<file path="src/rtl/ula_seq_pkg.sv">
`default_nettype none
// ============================================================================
//  Module   : ula_seq_pkg
//  Purpose  : Shared types, constants and helpers for the ula_seq command
//             sequencer (command codes, ALU functions, FSM states).
//  Revision : 1.0 - initial release
// ============================================================================
package ula_seq_pkg;

    localparam int NUM_BITS_DEFAULT = 8;

    // Command codes; 3'b111 is also decoded as NOP
    typedef enum logic [2:0] {
        CMD_LOAD = 3'd0,
        CMD_AND  = 3'd1,
        CMD_OR   = 3'd2,
        CMD_ADD  = 3'd3,
        CMD_SUB  = 3'd4,
        CMD_CLR  = 3'd5,
        CMD_NOP  = 3'd6
    } cmd_op_t;

    typedef enum logic [1:0] {
        F_AND = 2'b00,
        F_OR  = 2'b01,
        F_ADD = 2'b10,
        F_SUB = 2'b11
    } alu_f_t;

    typedef enum logic [1:0] {
        S_IDLE  = 2'd0,
        S_ISSUE = 2'd1,
        S_RESP  = 2'd2
    } state_t;

    // Commands that need a trip through the external ALU
    function automatic logic is_alu_op(input logic [2:0] op);
        return (op >= CMD_AND) && (op <= CMD_SUB);
    endfunction

    function automatic alu_f_t cmd_to_func(input logic [2:0] op);
        alu_f_t f;
        case (op)
            CMD_AND: f = F_AND;
            CMD_OR:  f = F_OR;
            CMD_ADD: f = F_ADD;
            default: f = F_SUB;
        endcase
        return f;
    endfunction

    // Only arithmetic functions can report a meaningful overflow
    function automatic logic func_is_arith(input alu_f_t f);
        return (f == F_ADD) || (f == F_SUB);
    endfunction

endpackage : ula_seq_pkg
`default_nettype wire

</file>
<file path="src/rtl/ula_seq.sv">
`default_nettype none
// ============================================================================
//  Module   : ula_seq
//  Purpose  : Accumulator command sequencer driving an external 8-bit ALU.
//             Accepts one command per handshake, issues registered operands
//             to the ALU, captures result/overflow into the accumulator and
//             returns the accumulator over a valid/ready response channel.
//  Options  : ULA_SEQ_STICKY_OVF_EN - overflow bit stays set until CLR/reset.
//  Revision : 1.0 - initial release
// ============================================================================
module ula_seq
    import ula_seq_pkg::*;
#(
    parameter int NUM_BITS = NUM_BITS_DEFAULT
) (
    input  logic                clk,
    input  logic                reset_n,
    input  logic                cmd_valid,
    output logic                cmd_ready,
    input  logic [2:0]          cmd_op,
    input  logic [NUM_BITS-1:0] cmd_data,
    output logic [NUM_BITS-1:0] alu_a,
    output logic [NUM_BITS-1:0] alu_b,
    output logic [1:0]          alu_f,
    input  logic [NUM_BITS-1:0] alu_y,
    input  logic                alu_ovf,
    output logic                rsp_valid,
    input  logic                rsp_ready,
    output logic [NUM_BITS-1:0] rsp_data,
    output logic                rsp_ovf
);

    state_t              r_state;
    state_t              w_next_state;
    logic                w_accept;
    logic [NUM_BITS-1:0] r_acc;
    logic                r_ovf;
    logic [NUM_BITS-1:0] r_alu_a;
    logic [NUM_BITS-1:0] r_alu_b;
    alu_f_t              r_alu_f;
    logic                w_ovf_keep;   // overflow value for LOAD/NOP/AND/OR
    logic                w_ovf_issue;  // overflow value captured at end of ISSUE

`ifdef ULA_SEQ_STICKY_OVF_EN
    assign w_ovf_keep  = r_ovf;
    assign w_ovf_issue = r_ovf | (func_is_arith(r_alu_f) & alu_ovf);
`else
    assign w_ovf_keep  = 1'b0;
    assign w_ovf_issue = func_is_arith(r_alu_f) & alu_ovf;
`endif

    // FSM state register
    always_ff @(posedge clk or negedge reset_n) begin
        if (!reset_n) begin
            r_state <= S_IDLE;
        end else begin
            r_state <= w_next_state;
        end
    end

    // Next-state and handshake decode
    always_comb begin
        w_next_state = r_state;
        w_accept     = 1'b0;
        cmd_ready    = 1'b0;
        rsp_valid    = 1'b0;
        case (r_state)
            S_IDLE: begin
                cmd_ready = 1'b1;
                if (cmd_valid) begin
                    w_accept     = 1'b1;
                    w_next_state = is_alu_op(cmd_op) ? S_ISSUE : S_RESP;
                end
            end
            S_ISSUE: begin
                w_next_state = S_RESP;
            end
            S_RESP: begin
                rsp_valid = 1'b1;
                if (rsp_ready) begin
                    w_next_state = S_IDLE;
                end
            end
            default: begin
                w_next_state = S_IDLE;
            end
        endcase
    end

    // Accumulator, overflow and ALU operand registers; ALU ports only move on accept
    always_ff @(posedge clk or negedge reset_n) begin
        if (!reset_n) begin
            r_acc   <= '0;
            r_ovf   <= 1'b0;
            r_alu_a <= '0;
            r_alu_b <= '0;
            r_alu_f <= F_AND;
        end else if (w_accept) begin
            if (is_alu_op(cmd_op)) begin
                r_alu_a <= r_acc;
                r_alu_b <= cmd_data;
                r_alu_f <= cmd_to_func(cmd_op);
            end else begin
                case (cmd_op)
                    CMD_LOAD: begin
                        r_acc <= cmd_data;
                        r_ovf <= w_ovf_keep;
                    end
                    CMD_CLR: begin
                        r_acc <= '0;
                        r_ovf <= 1'b0;
                    end
                    default: begin
                        r_ovf <= w_ovf_keep;
                    end
                endcase
            end
        end else if (r_state == S_ISSUE) begin
            r_acc <= alu_y;
            r_ovf <= w_ovf_issue;
        end
    end

    assign alu_a    = r_alu_a;
    assign alu_b    = r_alu_b;
    assign alu_f    = r_alu_f;
    assign rsp_data = r_acc;
    assign rsp_ovf  = r_ovf;

endmodule : ula_seq
`default_nettype wire

</file>
<file path="config.mk">
export PLATFORM = sky130hd
export DESIGN_NAME = ula_seq
export DESIGN_NICKNAME = d
export VERILOG_FILES = /design/src/rtl/ula_seq_pkg.sv /design/src/rtl/ula_seq.sv
export SDC_FILE = /design/constraint.sdc
export NUM_CORES = 1
export LEC_CHECK = 0
export ABC_AREA = 1
export CORE_MARGIN = 1.5
export CORE_UTILIZATION = 36
export DETAILED_ROUTE_END_ITERATION = 6
export HOLD_SLACK_MARGIN = 0.03
export PLACE_DENSITY = 0.71
export SETUP_SLACK_MARGIN = 0.4
export SLEW_MARGIN = 0
export SYNTH_ARGS = -nofsm -noshare
export SYNTH_HDL_FRONTEND = slang
export SYNTH_SLANG_ARGS = --single-unit
</file>
<file path="constraint.sdc">
create_clock -name clk -period 1.1 [get_ports clk]
set_input_delay 0.11 -clock clk [delete_from_list [all_inputs] [get_ports clk]]
set_output_delay 0.11 -clock clk [all_outputs]
set_load 0.005 [all_outputs]
</file>
=== Word level (Yosys, flattened, before mapping) ===
Index checks and enable logic that the tools add are counted.

* Memory bits (read-only): 0
* Memories kept: 0
* Word-level logic and storage cells: 46
* Latch bits: 0
* Bits in writable memories: 0
* Register bits after elaboration: 29
* Bits of input ports: 24

* Eq/ne operators: 12
* Multiply operators: 0
* Add/subtract/negate cells: 0
* Div/mod/pow operators: 0
* Shifts and indexed selects: 0
* Reductions and logical operators: 9
* Bitwise logic cells: 1
* $lt $le $gt $ge: 2
* Mux-type cells: 16

{| class="wikitable"
|+ Operators by type and width
! cell !! count
|-
| 2-to-1 mux 8 bit || 3
|-
| case mux 8 bit (2 select lines) || 1
|-
| case mux 2 bit (3 select lines) || 2
|-
| 2-to-1 mux 1 bit || 7
|-
| == test 2 bit, second input constant || 3
|-
| == test 3 x 2 -> 1 bit, second input constant || 2
|-
| 2-to-1 mux 2 bit || 3
|-
| != test 2 bit, second input constant || 3
|-
| AND reduction 2 bit || 3
|-
| == test 3 x 1 -> 1 bit, second input constant || 1
|-
| == test 3 bit, second input constant || 1
|-
| >= comparator 3 x 1 -> 1 bit, second input constant || 1
|-
| less-or-equal comparator 3 bit, second input constant || 1
|-
| zero test 3 bit || 1
|-
| != test 3 x 1 -> 1 bit, second input constant || 1
|-
| AND reduction 3 bit || 1
|-
| == test 2 x 1 -> 1 bit, second input constant || 1
|-
| zero test 2 bit || 1
|-
| nonzero test 2 bit || 1
|-
| bitwise AND 1 bit || 1
|-
| logical AND 1 bit || 1
|-
| logical OR 1 bit || 1
|}

=== Depth between registers and ports, before layout ===
Gate-level depths: netlist of run 1.

* Depth in word-level cells: 5
* Mapped depth: 10

=== Least setup slack after synthesis of run 1 ===
No wires, ideal clock.

* Kind: flip-flop to flip-flop
* From: register r_state[1]
* To: register r_alu_a[0], in the netlist alu_a[0]
* Cell stages (with the launch flop): 9
* Setup slack: -0.091 ns
* Arrival: 1.068 ns
* Buffers on the path: 2
* Library setup time: 0.123 ns
* Cells stage by stage: dfrtp_1 -> inv_2 -> nand2_2 -> inv_2 -> nand2_2 -> buf_6 -> buf_4 -> o21ai_0 -> nand2_1

* Longest elaborated chain between the ends: 3

{| class="wikitable"
|+ RTL lines
! item !! RTL line !! source
|-
| start, declared || ula_seq.sv:33 || <nowiki>state_t r_state;</nowiki>
|-
| start signal, assigned || ula_seq.sv:57 || <nowiki>r_state <= w_next_state;</nowiki>
|-
| zero test 2 bit || ula_seq.sv:67 || <nowiki>case (r_state)</nowiki>
|-
| 2-to-1 mux 1 bit || ula_seq.sv:67 ||
|-
| AND reduction 2 bit (no line) || -- ||
|-
| end signal, assigned || ula_seq.sv:100 || <nowiki>r_alu_a <= r_acc;</nowiki>
|-
| end, declared || ula_seq.sv:38 || <nowiki>logic [NUM_BITS-1:0] r_alu_a;</nowiki>
|}

No other way between the ends.
A chain may end at the register's enable or synchronous reset.

=== Worst setup path after layout of run 1 ===
* From: register r_state[0]
* To: register r_alu_b[5], in the netlist alu_b[5]

* Longest elaborated chain between the ends: 3

{| class="wikitable"
|+ RTL lines
! item !! RTL line !! source
|-
| zero test 2 bit || ula_seq.sv:67 ||
|-
| 2-to-1 mux 1 bit || ula_seq.sv:67 ||
|-
| AND reduction 2 bit (no line) || -- ||
|-
| end signal, assigned || ula_seq.sv:101 || <nowiki>r_alu_b <= cmd_data;</nowiki>
|-
| end, declared || ula_seq.sv:39 || <nowiki>logic [NUM_BITS-1:0] r_alu_b;</nowiki>
|}

No other way between the ends.

==> results.py, run 1 <==
metrics = {
    "timing": {
        "finalMaxSlewViolations": 0,
        "tightest_slew_ps": 338.5,
        "setup_viol_count_final": 31,
        "finalHoldViolCount": 0,
        "worst_slack_ps": -182.4,
        "skew_ps": 1.203,
        "finalSetupTns_ps": -3375,
        "period_needed_ps": 1282,
        "max_freq_mhz": 779.8,
        "fin_crit_sh_pct": 116.6,
        "slew_headroom_pct": 77.40,
        "rsz0062_at_grt": "true",
    },
    "floorplan": {
        "fp-row-count": 22,
        "die_area_mm2": 0.004174,
        "start_util_pct": 37.32,
        "die_height_um": 64.61,
        "core_mm2": 0.003661,
        "ioPinCount": 53,
        "die_w_um": 64.61,
    },
    "worst_hold_path": {
        "hp-class": "in2async",
    },
    "placement": {
        "dpl.hpwl_um": 2499,
        "portBuffers": 52,
        "gp_congestion": 0.7712,
        "pre_cts_ws_ps": -357.8,
    },
    "route": {
        "wl_per_cell_um": 13.71,
        "wl_met1_um": 1773,
        "dr.pass1.iters": 4,
        "routed_wl_um": 4251,
        "vias": 1476,
        "routed.top_layer": "met4",
        "drt_iter0_drc": 84,
        "antenna_left": 0,
        "via_per_inst": 4.761,
        "post-route-drc-count": 0,
        "routed-wl-met3_um": 241,
        "met2WireLength_um": 2144,
    },
    "cts": {
        "clock_path_buffers": 2,
        "cts-root-buf": "clkbuf_8",
        "cts_buffers": 5,
        "cts_sinks": 29,
        "clk_pin_slew_ps": 60,
        "cts.htree.levels": 2,
        "cts_tree": "built",
        "clock_latency_ps": 280,
        "hold_buffers": 0,
    },
    "yosys": {
        "ys_seq_area_share_pct": 53.11,
        "syn_nets": 190,
        "synthFlopType": "dfrtp_1",
        "synth_fa_ha_area_share_pct": 0,
        "synth_mux_area_share_pct": 0,
        "netlist_area_mm2": 0.001366,
        "syn_inst": 166,
        "ys_warn_count": 0,
        "yosys.area_share.xor_xnor_pct": 0,
        "yosysUniqueCellTypes": 21,
        "avgSynthCellArea_um2": 8.231,
        "synth-simple-area-share_pct": 32.78,
        "synth_top_family_by_area": "simple AND/OR/NAND/NOR gates",
        "synth-edff-count": 0,
        "async_flop_share_pct": 100.0,
        "ys_ff_latch": 29,
        "synth-compound-area-share_pct": 7.784,
    },
    "worst_setup_path": {
        "reg2reg_to": "alu_b[5]",
        "reg2reg_slack_ps": -180,
        "reg2reg_depth": 7,
        "critical_path_class": "reg2reg",
        "crit_arrival_ps": 1450,
        "cp_max_fo": 6,
        "worstPathRequired_ps": 1260,
        "end_kind": "flip-flop",
        "r2r-start": "r_state[0]",
        "cp-start-kind": "flip-flop",
        "critical_path.startpoint": "r_state[0]",
    },
    "pwr": {
        "power_density_mw_per_mm2": 2188,
        "power.leakage_nw": 1.276,
        "seq_power_share_pct": 34.0,
        "combinationalPowerShare_pct": 49.4,
        "switching_share_pct": 35.45,
        "intPower_mw": 3.378,
        "power.switching_mw": 1.855,
        "ir_drop_uv": 948.7,
        "pwr-share-clk_pct": 16.6,
    },
    "global_route": {
        "grt-ovfl-total": 0,
        "grt_pass1_vias": 1370,
        "grt_max_degree": 30,
        "grtUsageTotal_pct": 19.98,
        "grt_first_pass_wirelength_um": 6189,
        "antenna_found_initial": 0,
    },
    "final_layout": {
        "drive_gt1_share_pct": 44.27,
        "layout_common_cells": "63 x nand2_1, 34 x buf_4, 29 x dfrtp_1, 29 x buf_2, 20 x clkdlybuf4s50_1",
        "diodes": 0,
        "nets": 286,
        "area_delta_synth_final_pct": 75.00,
        "final_common_cell": "nand2_1",
    },
    "run_status": {
        "violations": "negative setup slack",
        "outcome": "finished, violations left",
    },
    "run": {
        "max_cap_violations": 0,
    },
}
-- power by group through the flow --
stage                     clock network [mW]  registers [mW]  logic [mW]
after floorplan                            0            1.84       0.796
after global placement                     0            1.84        2.05
after detailed placement                   0            1.84        2.08
after CTS                              0.894            1.76        2.12
after global routing                   0.951            1.84        2.85
final                                  0.870            1.78        2.58
-- through the flow --
step	utilization, %	hold slack (ps)	area (um2)	std cells	power, mW
finish	65.31	189.5	2391	310	5.233
global route	65.31	203.4	2391	310	5.636
CTS	58.17	192.2	2130	299	4.775
detailed placement	55.47	468.4	2031	275	3.922
global placement	55.47	464.1	2031	275	3.893
floorplan	-	-185.6	1380	166	2.635
-- kinds of logic after synthesis --
kind of cell | Yosys count
AOI/OAI and AO/OA | 20
buffers and inverters | 16
DFF | 29
and+or+nand+nor | 101
-- routing by layer --
layer,GRT usage [%],vias up
li1,-,717
met1,24.58,696
met2,31.64,55
met5,0,-
met4,9.574,0
met3,6.597,8
-- cells in the mapped netlist (2+ instances only) --
cell type | count | area [um2]
nor2_1 | 5 | 18.77
inv_2 | 5 | 18.77
o21ai_0 | 13 | 65.06
dfrtp_1 | 29 | 725.7
nand2_4 | 2 | 22.52
nand2_1 | 75 | 281.5
buf_2 | 2 | 10.01
nand2_2 | 3 | 18.77
nand3_2 | 2 | 20.02
o21ai_1 | 5 | 25.02
inv_1 | 5 | 18.77
nand3_1 | 11 | 55.05
-- worst max-delay path: stages, from the launching register on --
cell and delay [ps]:
dfrtp_1 390, inv_2 90, nand2_4 80, inv_6 90, nand2_4 100, clkbuf_16 200
o21ai_1 140, nand2_1 70
-- cell type report --
type                            instances  area (um2)
Clock buffer                            7       86.33
Fill cell                             313        1270
Inverter                               10       47.55
Multi-Input combinational cell        124       720.7
Sequential cell                        29       725.7
Tap cell                               48       60.06
Timing Repair Buffer                   92       750.7
-- how the worst max path moves through the flow --
stage                     cells past startpoint  slack [ps]          end
after floorplan                               9         -30     alu_a[0]
after global routing                          7        -240     alu_b[5]
after CTS                                     9        -110  rsp_data[5]
final                                         7        -180     alu_b[5]
after detailed placement                      7        -360     alu_b[1]
after global placement                        7        -330     alu_b[1]
-- sequential cells by signal, indices dropped and copies added, names as in the netlist --
signal	cells
alu_a	8
alu_b	8
rsp_data	8
alu_f	2
r_state	2
rsp_ovf	1
-- timing repair --
item,in CTS,in global routing
buffers inserted,16,7
cloned,1,4
resized for setup,124,41
pin swaps,4,16
endpoints found under the setup margin,58,58
No activity file was read; power rests on OpenSTA's default activity.
==> inputs of run 2 (changes only) <==
RECOVER_POWER = 25   (was unset)
TNS_END_PERCENT = 10   (was unset)
==> results.py, run 2 (synthesis gave the netlist of run 1 again) <==
metrics = {
    "timing": {
        "rsz0062_at_grt": "true",
        "slew_headroom_pct": 51.39,
        "max_freq_mhz": 815.7,
        "skew_ps": 3.531,
        "finalMaxSlewViolations": 0,
        "fin_crit_sh_pct": 111.4,
        "worst_slack_ps": -125.9,
        "period_needed_ps": 1226,
        "setup_viol_count_final": 29,
        "whs_ps": 344.8,
        "tightest_slew_ps": 729.1,
        "finalSetupTns_ps": -2728,
        "finalHoldViolCount": 0,
    },
    "route": {
        "wl_per_cell_um": 13.04,
        "post-route-drc-count": 0,
        "routed_wl_um": 3873,
        "via_per_inst": 4.798,
        "dr.pass1.iters": 4,
        "drt_iter0_drc": 89,
        "vias": 1425,
        "antenna_left": 0,
    },
    "final_layout": {
        "diodes": 0,
        "final_util_pct": 60.66,
        "final_common_cell": "nand2_1",
        "layout_common_cells": "61 x nand2_1, 29 x dfrtp_1, 27 x buf_2",
        "nets": 272,
        "fin_cells": 297,
        "area_delta_synth_final_pct": 62.55,
        "drive_gt1_share_pct": 38.96,
    },
    "global_route": {
        "grt_pass1_vias": 1471,
        "grtUsageTotal_pct": 19.90,
        "grt-ovfl-total": 0,
        "grt_max_degree": 30,
        "antenna_found_initial": 0,
        "grt_first_pass_wirelength_um": 6472,
    },
    "cts": {
        "cts_sinks": 29,
        "cts_buffers": 5,
        "clk_pin_slew_ps": 60,
        "clock_path_buffers": 2,
        "cts-root-buf": "clkbuf_8",
        "clock_latency_ps": 270,
        "cts.htree.levels": 2,
        "cts_tree": "built",
    },
    "worst_setup_path": {
        "crit_arrival_ps": 1120,
        "worstPathRequired_ps": 990,
        "cp_slowest_stage_delay_ps": 400,
        "cp_slowest_cell": "dfrtp_1",
        "cp_cell_sequence": "inv_2 > nand2_4 > inv_6 > buf_4 > buf_6",
        "end_kind": "output pin",
        "crit_family": "flip-flops",
        "cp-start-kind": "flip-flop",
        "reg2reg_slack_ps": -120,
        "critical_path_class": "reg2out",
        "cp_max_fo": 3,
        "cp_num_buf_inv": 4,
    },
    "run_status": {
        "outcome": "finished, violations left",
        "violations": "negative setup slack",
    },
    "placement": {
        "dp_cells": 273,
        "dpl.hpwl_um": 2452,
        "portBuffers": 52,
        "gp_congestion": 0.8217,
    },
    "floorplan": {
        "fp-row-count": 22,
        "die_height_um": 64.61,
        "core_mm2": 0.003661,
        "start_util_pct": 37.32,
        "die_w_um": 64.61,
        "ioPinCount": 53,
        "die_area_mm2": 0.004174,
    },
    "pwr": {
        "power_mw": 4.974,
        "power.leakage_nw": 1.184,
        "power_density_mw_per_mm2": 2240,
        "ir_drop_uv": 929.0,
    },
    "worst_hold_path": {
        "hp-class": "in2reg",
    },
    "run": {
        "max_cap_violations": 0,
    },
}
## run 2: path summary, 6_finish.rpt
| check | startpoint | to | cells past startpoint |
|---|---|---|---|
| min in group asynchronous | reset_n | r_state[1] | 2 |
| worst max register to register | r_state[1] | alu_f[1] | 7 |
| max in group asynchronous | reset_n | rsp_data[7] | 2 |
| worst min-delay path | cmd_valid | r_state[0] | 3 |
| worst min register to register | alu_a[5] | alu_a[5] | 2 |
| worst max-delay path | r_state[1] | cmd_ready | 5 |
## run 2: repair_timing
action                     in CTS  in global routing
hold endpoints to repair        0                  0
pin swaps                      10                 10
resized for setup             136                 21
gates cloned                    1                  3
setup buffers                  11                  1
hold buffers                    0                  0
setup endpoints to repair      58                 58
## run 2: through the flow
step           cell area [um2]  worst slack [ps]
5_1_grt                   2221            -185.6
3_5_place_dp              2026            -336.0
3_3_place_gp              2026            -327.8
4_1_cts                   2111            -91.27
6_report                  2221            -125.9
2_1_floorplan             1375            -28.73
## run 2: layout make-up
| class | instances | area (um2) |
|---|---|---|
| repair buffers | 79 | 639.4 |
| well taps | 48 | 60.06 |
| inverters | 10 | 42.54 |
| clock buffers | 8 | 80.08 |
| flip-flops and latches | 29 | 725.7 |
| multi-input cells | 123 | 673.1 |
| fillers | 346 | 1440 |
## run 2: worst min-delay path, cell delays in order
cell and delay, ps:
dlymetal6s2s_1 220, nand2_8 160, nor2_4 80
## run 2: power by group
group	switching, mW	internal [mW]	leakage, nW
logic	1.16	1.21	0.780
clock network	0.367	0.448	0.0395
registers	0.259	1.53	0.364
total	1.78	3.19	1.18
## run 2: per-layer routing
layer  global-route usage [%]  share of wire [%]
met5                        0                  0
met4                    5.585               0.88
met3                    5.208                4.8
met2                    33.07                 49
met1                    25.64                 45
